**config.mk**
```make
export PLATFORM = sky130hd
export DESIGN_NAME = vga_timing_gen_flat
export DESIGN_NICKNAME = d
export VERILOG_FILES = /design/src/rtl/vga_timing_gen_if.sv /design/src/rtl/vga_timing_gen.sv /design/src/flat_wrapper.sv
export SDC_FILE = /design/constraint.sdc
export NUM_CORES = 1
export LEC_CHECK = 0
export CAP_MARGIN = 20
export CORE_MARGIN = 1
export CORE_UTILIZATION = 56
export CTS_CLUSTER_DIAMETER = 120
export DETAILED_ROUTE_END_ITERATION = 8
export DONT_BUFFER_PORTS = 1
export HOLD_SLACK_MARGIN = 0.03
export PLACE_DENSITY = 0.71
export SLEW_MARGIN = 20
export SYNTH_ARGS = -nofsm -noshare
export SYNTH_HDL_FRONTEND = slang
export SYNTH_SLANG_ARGS = --single-unit
export TNS_END_PERCENT = 100
```
**constraint.sdc**
```tcl
create_clock -name clk -period 3.1 [get_ports clk]
set_input_delay 0.155 -clock clk [delete_from_list [all_inputs] [get_ports clk]]
set_output_delay 0.155 -clock clk [all_outputs]
set_load 0.02 [all_outputs]
```
**src/rtl/vga_timing_gen_if.sv**
```systemverilog
// vga_timing_gen_if: framebuffer pixel-fetch bus between the timing generator and the pixel source
//   master (timing generator): pix_req/pix_x/pix_y out, pix_rgb in
//   slave  (pixel source)    : pix_req/pix_x/pix_y in,  pix_rgb out
interface vga_timing_gen_if #(
   parameter int unsigned RGB_W = 3
);
   logic             pix_req;
   logic [9:0]       pix_x;
   logic [9:0]       pix_y;
   logic [RGB_W-1:0] pix_rgb;
   modport master (output pix_req, pix_x, pix_y, input pix_rgb);
   modport slave  (input pix_req, pix_x, pix_y, output pix_rgb);
endinterface

```
**src/rtl/vga_timing_gen.sv**
```systemverilog
// vga_timing_gen: VGA hsync/vsync timing with a two-stage pixel fetch/output pipeline
//   clk           pixel clock
//   reset         asynchronous active-high reset
//   en_i          run enable; low holds the counters and blanks the pipeline
//   pix           fetch bus (pix_req/pix_x/pix_y out, pix_rgb in one clock later)
//   vga_rgb_o     pixel output, 0 while blanked
//   vga_hsync_o   horizontal sync, asserted level SYNC_POL
//   vga_vsync_o   vertical sync, asserted level SYNC_POL
//   frame_start_o one-clock pulse when pixel (0,0) is on vga_rgb_o
module vga_timing_gen #(
   parameter int unsigned H_ACTIVE = 640,
   parameter int unsigned H_FP     = 16,
   parameter int unsigned H_SYNC   = 96,
   parameter int unsigned H_BP     = 48,
   parameter int unsigned V_ACTIVE = 480,
   parameter int unsigned V_FP     = 10,
   parameter int unsigned V_SYNC   = 2,
   parameter int unsigned V_BP     = 33,
   parameter bit          SYNC_POL = 1'b0,
   parameter int unsigned RGB_W    = 3
)(
   input  logic             clk,
   input  logic             reset,
   input  logic             en_i,
   vga_timing_gen_if.master pix,
   output logic [RGB_W-1:0] vga_rgb_o,
   output logic             vga_hsync_o,
   output logic             vga_vsync_o,
   output logic             frame_start_o
);
   localparam logic [9:0] H_LAST = 10'(H_ACTIVE + H_FP + H_SYNC + H_BP - 1);
   localparam logic [9:0] V_LAST = 10'(V_ACTIVE + V_FP + V_SYNC + V_BP - 1);
   localparam logic [9:0] H_ACT  = 10'(H_ACTIVE);
   localparam logic [9:0] V_ACT  = 10'(V_ACTIVE);
   localparam logic [9:0] HS_BEG = 10'(H_ACTIVE + H_FP);
   localparam logic [9:0] HS_END = 10'(H_ACTIVE + H_FP + H_SYNC);
   localparam logic [9:0] VS_BEG = 10'(V_ACTIVE + V_FP);
   localparam logic [9:0] VS_END = 10'(V_ACTIVE + V_FP + V_SYNC);

   logic [9:0]       h_cnt_q, h_cnt_d, v_cnt_q, v_cnt_d;
   logic             active, hs_on, vs_on;
   logic             act_q, hs_q, vs_q;
   logic [9:0]       x_q, y_q;
   logic [RGB_W-1:0] rgb_q;
   logic             hsync_q, vsync_q, fs_q;

   always_comb begin
      h_cnt_d = h_cnt_q;
      v_cnt_d = v_cnt_q;
      if (en_i) begin
         h_cnt_d = (h_cnt_q == H_LAST) ? '0 : h_cnt_q + 10'd1;
         if (h_cnt_q == H_LAST) v_cnt_d = (v_cnt_q == V_LAST) ? '0 : v_cnt_q + 10'd1;
      end
   end

   // en gates the region flags so a paused generator feeds blanking into the pipeline
   assign active = en_i && (h_cnt_q < H_ACT) && (v_cnt_q < V_ACT);
   assign hs_on  = en_i && (h_cnt_q >= HS_BEG) && (h_cnt_q < HS_END);
   assign vs_on  = en_i && (v_cnt_q >= VS_BEG) && (v_cnt_q < VS_END);

   always_ff @(posedge clk or posedge reset) begin
      if (reset) begin
         h_cnt_q <= '0;
         v_cnt_q <= '0;
         act_q   <= 1'b0;
         hs_q    <= 1'b0;
         vs_q    <= 1'b0;
         x_q     <= '0;
         y_q     <= '0;
         rgb_q   <= '0;
         hsync_q <= !SYNC_POL;
         vsync_q <= !SYNC_POL;
         fs_q    <= 1'b0;
      end else begin
         h_cnt_q <= h_cnt_d;
         v_cnt_q <= v_cnt_d;
         act_q   <= active;
         hs_q    <= hs_on;
         vs_q    <= vs_on;
         x_q     <= active ? h_cnt_q : '0;
         y_q     <= active ? v_cnt_q : '0;
         rgb_q   <= act_q ? pix.pix_rgb : '0;
         hsync_q <= hs_q ? SYNC_POL : !SYNC_POL;
         vsync_q <= vs_q ? SYNC_POL : !SYNC_POL;
         fs_q    <= act_q && (x_q == '0) && (y_q == '0);
      end
   end

   assign pix.pix_req   = act_q;
   assign pix.pix_x     = x_q;
   assign pix.pix_y     = y_q;
   assign vga_rgb_o     = rgb_q;
   assign vga_hsync_o   = hsync_q;
   assign vga_vsync_o   = vsync_q;
   assign frame_start_o = fs_q;
endmodule

```
**src/flat_wrapper.sv**
```systemverilog
// flat-port wrapper written by rule: the top's interface ports become plain ports
module vga_timing_gen_flat 
#(
   parameter int unsigned H_ACTIVE = 640,
   parameter int unsigned H_FP     = 16,
   parameter int unsigned H_SYNC   = 96,
   parameter int unsigned H_BP     = 48,
   parameter int unsigned V_ACTIVE = 480,
   parameter int unsigned V_FP     = 10,
   parameter int unsigned V_SYNC   = 2,
   parameter int unsigned V_BP     = 33,
   parameter bit          SYNC_POL = 1'b0,
   parameter int unsigned RGB_W    = 3
)
  (clk, reset, en_i, vga_rgb_o, vga_hsync_o, vga_vsync_o, frame_start_o, pix_pix_req, pix_pix_x, pix_pix_y, pix_pix_rgb);
  vga_timing_gen_if #(.RGB_W(RGB_W)) pix_i ();
  input  logic clk;
  input  logic reset;
  input  logic en_i;
  output logic [RGB_W-1:0] vga_rgb_o;
  output logic vga_hsync_o;
  output logic vga_vsync_o;
  output logic frame_start_o;
  output wire logic [$bits(pix_i.pix_req)-1:0] pix_pix_req;
  output wire logic [$bits(pix_i.pix_x)-1:0] pix_pix_x;
  output wire logic [$bits(pix_i.pix_y)-1:0] pix_pix_y;
  input wire logic [$bits(pix_i.pix_rgb)-1:0] pix_pix_rgb;
  assign pix_pix_req = pix_i.pix_req;
  assign pix_pix_x = pix_i.pix_x;
  assign pix_pix_y = pix_i.pix_y;
  assign pix_i.pix_rgb = pix_pix_rgb;
  vga_timing_gen #(.H_ACTIVE(H_ACTIVE), .H_FP(H_FP), .H_SYNC(H_SYNC), .H_BP(H_BP), .V_ACTIVE(V_ACTIVE), .V_FP(V_FP), .V_SYNC(V_SYNC), .V_BP(V_BP), .SYNC_POL(SYNC_POL), .RGB_W(RGB_W)) u_core (.clk(clk), .reset(reset), .en_i(en_i), .pix(pix_i), .vga_rgb_o(vga_rgb_o), .vga_hsync_o(vga_hsync_o), .vga_vsync_o(vga_vsync_o), .frame_start_o(frame_start_o));
endmodule
```
* Word-level counts from Yosys, hierarchy flattened
Cells that the tools add are included.
** Storage, ports and cells
- Register bits :: 49
- Bits of input ports :: 6
- Output and inout port bits :: 27
- Logic and storage cells :: 39
** Operators by class
- Add/sub/neg operators :: 2
- $lt $le $gt $ge :: 6
- Eq/ne operators :: 2
- Mux-type cells :: 7
- Reductions and logical operators :: 11
** Operators with widths (count)
- $mux W10 :: 4
- $add A10 B1 Y10 const B :: 2
- $eq A10 B10 Y1 const B :: 2
- $logic_not A10 Y1 :: 2
- $lt A10 B10 Y1 const B :: 2
- $lt A10 B9 Y1 const B :: 2
- $ge A10 B10 Y1 const B :: 1
- $ge A10 B9 Y1 const B :: 1
- $logic_and A1 B1 Y1 :: 8
- $mux W3 :: 1
- $mux W1 :: 2
- $reduce_and A2 Y1 :: 1

* Depth between registers and ports, before layout
Gate-level depths: netlist of run 1.
- Word-level depth :: 4
- Gate-level depth with buffers :: 6
- Depth with buffers taken out :: 5

* Worst setup path before layout of run 1
Ideal clock, no wire load.
- Path type :: reg-to-reg
- Start point :: register u_core.h_cnt_q[5]
- End point :: register u_core.v_cnt_q[7]
- Setup time :: 123 ps
- Data arrival time :: 1506 ps
- Data required time :: 2977 ps
- Setup slack :: 1471 ps
- Cell stages (with the launch flop) :: 7
- Path buffers :: 2
- Clock period less this slack :: 1629 ps
- Cell sequence :: dfrtp_1 -> buf_6 -> or2_4 -> nor4_4 -> buf_6 -> nand4_1 -> xnor2_1
** On the way
- Longest elaborated chain between the ends :: 2
** Ends and longest elaborated chain
- start, declared :: RTL line vga_timing_gen.sv:40 : logic [9:0] h_cnt_q, h_cnt_d, v_cnt_q, v_cnt_d;
- start signal, assigned :: RTL line vga_timing_gen.sv:75 : h_cnt_q <= h_cnt_d;
- $eq A10 B10 Y1 :: RTL line vga_timing_gen.sv:52 : if (h_cnt_q == H_LAST) v_cnt_d = (v_cnt_q == V_LAST) ? '0 : v_cnt_q + 10'd1;
- $reduce_and A2 Y1 (no source line)
- end signal, assigned :: RTL line vga_timing_gen.sv:76 : v_cnt_q <= v_cnt_d;
- end, declared :: RTL line vga_timing_gen.sv:40
No other way between the ends.
A chain may end at the register's enable or synchronous reset.

* Worst setup path after layout of run 1
- Start point :: register u_core.h_cnt_q[0]
- End point :: register u_core.v_cnt_q[2]
The elaborated chain is that of the path after synthesis.

==> results of run 1 <==
==> logic make-up (layout without fill, tap and decap cells) <==
| family | count (synthesis) | in the layout | share of synthesized area |
|---|---|---|---|
| buffers and inverters | 14 | 22 | 0.03290 |
| AO/OA/AOI/OAI | 14 | 14 | 0.04937 |
| AND/OR/NAND/NOR | 81 | 81 | 0.2407 |
| multiplexers | 1 | 1 | 0.005484 |
| adder cells (fa/ha/maj) | 4 | 4 | 0.02438 |
| XOR/XNOR | 11 | 11 | 0.04692 |
| other | 1 | 1 | 0.001826 |
| flip-flops | 49 | 49 | 0.5984 |
==> routing by layer <==
metal	track usage	up-vias	routed length, um
li1	-	608	-
met5	0	-	0
met3	0.06204	5	194
met4	0.08721	0	56
met2	0.3084	42	1548
met1	0.2767	632	1602
==> layout by cell type, fill, tap and decap left out, drive strengths merged, types with 3 or more instances in the layout <==
cell	instances
xnor2	10
clkbuf	6
and3	5
dlygate4sd3	5
inv	8
o21ai	4
dfrtp	47
ha	4
nand2	10
nand3	4
nor2b	3
nor3	5
nand4	5
nor2	9
and2	22
nor4	5
==> path summary, 6_finish.rpt <==
path	start	to	slack [ns]
worst max-delay path	u_core.h_cnt_q[0]	u_core.v_cnt_q[2]	1.04
worst min-delay path	en_i	u_core.hs_q	0.05
worst max register to register	u_core.h_cnt_q[0]	u_core.v_cnt_q[2]	1.04
worst min register to register	u_core.vs_q	u_core.vga_vsync_o	0.36
max in group asynchronous	reset	u_core.pix.pix_x[2]	2.28
min in group asynchronous	reset	u_core.h_cnt_q[7]	0.36
==> layout make-up <==
type                       count  area, um^2  area share
sequential                    49        1229      0.5624
multi-input combinational    112       757.0      0.3465
tap                           46       57.56     0.02635
inverter                       9       35.03     0.01604
clock inverter                 2       15.01    0.006873
clock buffer                   6       41.29     0.01890
timing repair buffer           5       50.05     0.02291
==> through the flow <==
step	utilization	instance area, um^2
3_5_place_dp	0.6081	2077
3_3_place_gp	0.6081	2077
2_1_floorplan	-	2053
4_1_cts	0.6392	2183
6_report	0.6396	2185
5_1_grt	0.6396	2185
==> worst reg2reg max path: stages (launching register included) <==
cell     delay, ns
dfrtp_1       0.43
ha_1          0.20
nand2_1       0.15
nor4_4        0.72
o21ai_0       0.20
a22o_1        0.27
==> registers in the layout, summed over array words and instances (netlist names), 3 cells and up <==
register and count:
u_core.h_cnt_q 10, u_core.pix.pix_x 10, u_core.pix.pix_y 10, u_core.v_cnt_q 10, u_core.vga_rgb_o 3
==> power by group through the flow <==
stage,sequential (mW),clock [mW],combinational (mW)
after global routing,0.739,0.322,0.124
after detailed placement,0.740,0,0.103
after floorplan,0.719,0,0.112
after CTS,0.729,0.294,0.109
final,0.731,0.284,0.108
after global placement,0.737,0,0.0998
==> flow_summary.yaml, run 1 <==
status:
  status: "complete, no violations"
routing:
  routed_wl_um: 3402
  first_pass_iters: 4
  drt_iter0_drc: 57
  vias_per_cell: 5.620
  vias: 1287
  drc: 0
  post_drt_wl_per_cell_um: 14.86
  postRouteAntennaNets: 0
grt:
  antenna_found_initial: 0
  grt_pass1_vias: 1273
  grt_use_total: 0.2051
  grt_pass1_wl_um: 6072
  grt_max_degree: 50
  grt-ovfl-total: 0
die:
  initial_core_util: 0.6011
  die_h_um: 62.55
  die_x_um: 62.55
  die_area_um2: 3913
  io_pins: 33
  num_rows: 21
  coreArea_um2: 3416
sta:
  period_share: 0.6639
  rsz0062_at_grt: "false"
  setup_tns_ns: 0
  finalHoldViolations: 0
  post-route-worst-setup-slack_ns: 1.042
  period_minus_slack_ns: 2.058
  slew_headroom: 0.4783
  fmax_ghz: 0.4859
  finClkSkew_ns: 0.01086
  worst_pin_slew_ns: 0.7816
  setup_viol: 0
  holdWs_ns: 0.04528
  drv_slew: 0
synth:
  synth_edf_count: 0
  post-synth-top-area-cell: "dfrtp_1"
  synthTopCellsByArea: "dfrtp_1, and2_1, xnor2_1"
  yosysSeqAreaShare: 0.5984
  yosysWarnings: 0
  synth.most_common_cell: "dfrtp_1"
  synth.distinct_cells: 40
  syn_nets: 185
  ys_ff_latch: 49
  synth_area_um2: 2053
  synthTopCellsByCount: "dfrtp_1, and2_1, nand2_1, xnor2_1"
  postSynthAreaPerCell_um2: 11.73
  synth_cells: 175
  synthArstFlopShare: 1.000
  synth_top_area_frac: 0.5728
  synth_ff_type: "dfrtp_1"
hold_path:
  hold-path-cell-count: 3
  hold_path.class: "in2reg"
setup_path:
  cp_data_arrival_time_ns: 2.33
  cp_slowest_stage_delay_ns: 0.72
  crit_family: "simple AND/OR/NAND/NOR gates"
  critPathKind: "reg2reg"
  cp_cell_sequence: "ha_1 > nand2_1 > nor4_4 > o21ai_0 > a22o_1"
  path_max_fanout: 16
  cp_slowest_cell: "nor4_4"
  reg2regPathDepth: 5
  crit_cells: 5
  worstPathRequired_ns: 3.37
  path_buf_inv: 0
  crit_path_start_kind: "flop"
  end_kind: "flop"
power:
  power_mw: 1.122
  vdd_drop_max_mv: 0.2226
  swShare: 0.2763
  power_switching_mw: 0.3101
  power.internal_mw: 0.8123
  power.density_nw_per_um2: 513.8
  seq_power_share: 0.651
  clockPowerShare: 0.253
  pwr-share-comb: 0.096
  leakage_nw: 1.018
final_layout:
  nets: 192
  stdcell_count: 229
  diodes: 0
  drive_above_1_share: 0.07650
  area_growth_pct: 6.399
  fill_cells: 276
clock_tree:
  h-tree-depth: 2
  clk_pin_slew_ns: 0.14
  ctsHoldBuffers: 5
  cts_setup_buffers: 0
  cts_sinks: 49
  ctsResizeCount: 0
  cts_max_path_buffers: 2
  cts_buffers: 5
  cts_tree: "done"
  cts-root-buf: "clkbuf_4"
  clk-insertion-delay-late_ns: 0.36
place:
  placed_cells: 216
  dp_hpwl_um: 2341
  gp_congestion: 0.7834
  io_buffers: 0
  pre_cts_ws_ns: 1.042
flow_run:
  cap_violations: 0
No activity file was read; power rests on OpenSTA's default activity.
==> run 2, diff against run 1 <==
--- a/config.mk
+++ b/config.mk
@@ -7,12 +7,12 @@
 export LEC_CHECK = 0
 export CAP_MARGIN = 20
 export CORE_MARGIN = 1
-export CORE_UTILIZATION = 56
+export CORE_UTILIZATION = 55
 export CTS_CLUSTER_DIAMETER = 120
 export DETAILED_ROUTE_END_ITERATION = 8
 export DONT_BUFFER_PORTS = 1
 export HOLD_SLACK_MARGIN = 0.03
-export PLACE_DENSITY = 0.71
+export PLACE_DENSITY = 0.73
 export SLEW_MARGIN = 20
 export SYNTH_ARGS = -nofsm -noshare
 export SYNTH_HDL_FRONTEND = slang
==> constraint.sdc (replaced) <==
create_clock -name clk -period 1.8 [get_ports clk]
set_input_delay 0.09 -clock clk [delete_from_list [all_inputs] [get_ports clk]]
set_output_delay 0.09 -clock clk [all_outputs]
set_load 0.02 [all_outputs]
==> flow_summary.yaml, run 2 (same netlist as run 1, synthesis figures left out) <==
die:
  num_rows: 21
  die_area_um2: 3982
  die_h_um: 63.10
  coreArea_um2: 3468
  die_x_um: 63.10
  io_pins: 33
  initial_core_util: 0.5920
place:
  pre_cts_ws_ns: 0.09182
  dp_hpwl_um: 2498
  placed_cells: 224
  gp_congestion: 0.8085
  io_buffers: 0
clock_tree:
  h-tree-depth: 2
  cts_sinks: 49
  clk-insertion-delay-late_ns: 0.30
  cts_tree: "done"
  clk_pin_slew_ns: 0.09
  cts-root-buf: "clkbuf_8"
  cts_max_path_buffers: 2
  cts_buffers: 5
setup_path:
  cp_slowest_cell: "dfrtp_1"
  path_buf_inv: 1
  end_kind: "flop"
  path_max_fanout: 15
  crit_path_start_kind: "flop"
  critPathKind: "reg2reg"
  cp_cell_sequence: "ha_1 > nand2_1 > nor4_4 > buf_6 > nand2_1 > mux2_2"
  cp_slowest_stage_delay_ns: 0.40
  cp_data_arrival_time_ns: 1.88
  worstPathRequired_ns: 1.99
  path_common_cell: "nand2_1"
  crit_family: "simple AND/OR/NAND/NOR gates"
routing:
  postRouteAntennaNets: 0
  vias_per_cell: 5.552
  post_drt_wl_per_cell_um: 14.86
  first_pass_iters: 4
  drt_iter0_drc: 42
  vias: 1327
  drc: 0
  routed_wl_um: 3551
final_layout:
  post-route-util: 0.6620
  final_cell_mix: "dfrtp_1, and2_1, nand2_1, xnor2_1"
  nets: 202
  area_growth_pct: 11.82
  stdcell_count: 239
  diodes: 0
  final_common_cell: "dfrtp_1"
  drive_above_1_share: 0.1295
power:
  leakage_nw: 1.092
  power.density_nw_per_um2: 928.8
  vdd_drop_max_mv: 0.4102
sta:
  setup_tns_ns: 0
  finalHoldViolations: 0
  finClkSkew_ns: 0.006829
  post-route-worst-setup-slack_ns: 0.1084
  slew_headroom: 0.6687
  drv_slew: 0
  period_share: 0.9398
  fmax_ghz: 0.5912
  period_minus_slack_ns: 1.692
  holdWs_ns: 0.05151
  setup_viol: 0
  worst_pin_slew_ns: 0.4931
grt:
  antenna_found_initial: 0
  grt_pass1_vias: 1334
  grt-ovfl-total: 0
  grt_use_total: 0.2052
  grt_max_degree: 41
  grt_pass1_wl_um: 6051
flow_run:
  cap_violations: 0
hold_path:
  hold_path.class: "in2reg"
status:
  status: "complete, no violations"
[run 2: changes by cell type in the layout (fill, tap and decap cells not counted)]
| cell | delta |
|---|---|
| inv_6 | +1 |
| inv_2 | +1 |
| clkinvlp_4 | -1 |
| buf_6 | +1 |
| clkbuf_1 | -1 |
| clkbuf_8 | +5 |
| clkbuf_4 | -5 |
| buf_4 | +9 |
[run 2: layout make-up]
class	instances	area [um^2]
clock buffers	5	68.82
clock inverters	3	21.27
fillers	279	1172
inverters	9	33.78
multi-input cells	112	757.0
flip-flops and latches	49	1229
well taps	46	57.56
repair buffers	15	128.9
[run 2: power by group]
| part | internal, mW | switching, mW | leakage, nW |
|---|---|---|---|
| Clock | 0.276 | 0.364 | 0.0445 |
| Combinational | 0.125 | 0.152 | 0.402 |
| Sequential | 1.16 | 0.0569 | 0.646 |
[run 2: worst min-delay path, stage by stage]
cell and delay [ns]:
and4_1 0.13, o31ai_1 0.06, a31oi_1 0.04
[run 2: path summary, 6_finish.rpt]
kind	startpoint	endpoint	slack [ns]	cells after the start
hold / removal	en_i	u_core.hs_q	0.05	3
setup reg to reg	u_core.h_cnt_q[1]	u_core.v_cnt_q[4]	0.11	6
max in group asynchronous	reset	u_core.vga_hsync_o	0.91	3
setup / recovery	u_core.h_cnt_q[1]	u_core.v_cnt_q[4]	0.11	6
hold reg to reg	u_core.hs_q	u_core.vga_hsync_o	0.36	1
min in group asynchronous	reset	u_core.frame_start_o	0.15	2
[run 2: per-stage QoR]
step	total power, mW	cell area (um^2)
floorplan	1.431	2053
global placement	1.491	2137
detailed placement	1.506	2137
CTS	2.152	2277
global route	2.232	2296
finish	2.132	2296
[run 2: repair_timing]
item / in CTS / in global routing
hold buffers: 5 / 0
buffers inserted: 0 / 2
hold endpoints to repair: 56 / 0
endpoints found under the setup margin: 0 / 3
resized for setup: 0 / 1
[run 2: per-layer routing]
| metal | vias up | global-route usage | routed length [um] |
|---|---|---|---|
| met1 | 656 | 0.2644 | 1629 |
| met3 | 4 | 0.07246 | 169 |
| met4 | 0 | 0.08430 | 42 |
| li1 | 628 | - | - |
| met5 | - | 0 | 0 |
| met2 | 39 | 0.3145 | 1710 |
==> run 3, diff against run 2 <==
--- a/config.mk
+++ b/config.mk
@@ -13,7 +13,8 @@
 export DONT_BUFFER_PORTS = 1
 export HOLD_SLACK_MARGIN = 0.03
 export PLACE_DENSITY = 0.73
-export SLEW_MARGIN = 20
+export RECOVER_POWER = 100
+export SLEW_MARGIN = 15
 export SYNTH_ARGS = -nofsm -noshare
 export SYNTH_HDL_FRONTEND = slang
 export SYNTH_SLANG_ARGS = --single-unit
==> flow_summary.yaml, run 3 (same netlist as run 1, synthesis figures left out) <==
sta:
  drv_slew: 0
  finalHoldViolations: 0
  period_share: 0.9404
  setup_viol: 0
  period_minus_slack_ns: 1.693
  fmax_ghz: 0.5907
  slew_headroom: 0.3853
  holdWs_ns: 0.05146
  finClkSkew_ns: 0.006550
  worst_pin_slew_ns: 0.9220
hold_path:
  hold_path.class: "in2reg"
  holdCritStartpoint: "en_i"
  hold-path-cell-count: 3
  worstHoldEndpoint: "u_core.hs_q"
die:
  io_pins: 33
  die_h_um: 63.10
  coreArea_um2: 3468
  die_x_um: 63.10
  initial_core_util: 0.5920
  num_rows: 21
  die_area_um2: 3982
routing:
  routed_wl_um: 3562
  drt_iter0_drc: 37
  vias_per_cell: 5.565
  drc: 0
  post_drt_wl_per_cell_um: 14.90
  vias: 1330
  first_pass_iters: 4
  postRouteAntennaNets: 0
clock_tree:
  clk_pin_slew_ns: 0.09
  cts-root-buf: "clkbuf_8"
  cts_buffers: 5
  h-tree-depth: 2
  cts_sinks: 49
  clk-insertion-delay-late_ns: 0.30
  cts_max_path_buffers: 2
  cts_tree: "done"
final_layout:
  post-route-util: 0.6613
  drive_above_1_share: 0.1140
  stdcell_count: 239
  final_common_cell: "dfrtp_1"
  area_growth_pct: 11.70
  diodes: 0
  final_cell_mix: "dfrtp_1, and2_1, nand2_1, xnor2_1"
  nets: 202
setup_path:
  rr_startpoint: "u_core.h_cnt_q[1]"
  r2r_end: "u_core.v_cnt_q[4]"
  worstPathRequired_ns: 1.99
  critPathKind: "reg2reg"
  end_kind: "flop"
  reg2regPathDepth: 6
  cp-startpoint: "u_core.h_cnt_q[1]"
  cp_data_arrival_time_ns: 1.89
  r2r_setup_slack_ns: 0.11
  path_max_fanout: 15
  crit_path_start_kind: "flop"
grt:
  grt_pass1_vias: 1334
  grt-ovfl-total: 0
  grt_pass1_wl_um: 6051
  grt_use_total: 0.2052
  grt_max_degree: 41
  antenna_found_initial: 0
power:
  power.density_nw_per_um2: 929.0
  vdd_drop_max_mv: 0.4095
  leakage_nw: 1.084
flow_run:
  cap_violations: 0
status:
  status: "complete, no violations"
place:
  dp_hpwl_um: 2498
  placed_cells: 224
  gp_congestion: 0.8085
  io_buffers: 0
## run 3: power breakdown
part           leakage [nW]  internal (mW)  total [mW]  switching, mW
logic                 0.397          0.124       0.277          0.152
clock network        0.0445          0.276       0.639          0.363
registers             0.643           1.16        1.22         0.0569
## run 3: routing by layer
| metal | up-vias | routed length (um) | share of wire | GRT usage |
|---|---|---|---|---|
| li1 | 628 | - | - | - |
| met1 | 654 | 1609 | 0.45 | 0.2644 |
| met2 | 44 | 1708 | 0.48 | 0.3145 |
| met3 | 4 | 202 | 0.057 | 0.07246 |
| met4 | 0 | 42 | 0.012 | 0.08430 |
| met5 | - | 0 | 0 | 0 |
## run 3: metrics by stage
stage | setup WS [ns] | TNS, ns | instance area (um^2) | total power, mW
final | 0.1072 | 0 | 2293 | 2.131
after global routing | -0.006729 | -0.006729 | 2293 | 2.231
after CTS | 0.07734 | 0 | 2277 | 2.152
after detailed placement | 0.09182 | 0 | 2137 | 1.506
after global placement | 0.1588 | 0 | 2137 | 1.491
after floorplan | 0.1712 | 0 | 2053 | 1.431
## run 3: worst max-delay path by stage
| stage | end | slack, ns | depth (start not counted) |
|---|---|---|---|
| 2_1_floorplan | u_core.v_cnt_q[7] | 0.17 | 6 |
| 3_3_place_gp | u_core.v_cnt_q[4] | 0.16 | 6 |
| 3_5_place_dp | u_core.v_cnt_q[4] | 0.09 | 6 |
| 4_1_cts | u_core.v_cnt_q[4] | 0.08 | 6 |
| 5_1_grt | u_core.v_cnt_q[2] | -0.007 | 6 |
| 6_report | u_core.v_cnt_q[4] | 0.11 | 6 |
## run 3: what timing repair did
action	CTS	global route
buffers inserted	0	2
endpoints found under the setup margin	0	3
endpoints found under the hold margin	56	0
hold buffers	5	0
resized for setup	0	1
## run 3: layout make-up
class | instances | area, um^2
Fill cell | 279 | 1175
Multi-Input combinational cell | 112 | 757.0
Clock buffer | 5 | 68.82
Inverter | 9 | 33.78
Tap cell | 46 | 57.56
Sequential cell | 49 | 1229
Clock inverter | 3 | 21.27
Timing Repair Buffer | 15 | 126.4
## run 3: critical path: stages (launching register included)
cell and delay [ns]:
dfrtp_1 0.40, ha_1 0.20, nand2_1 0.15, nor4_4 0.31
buf_6 0.19, nand2_1 0.07, mux2_2 0.26
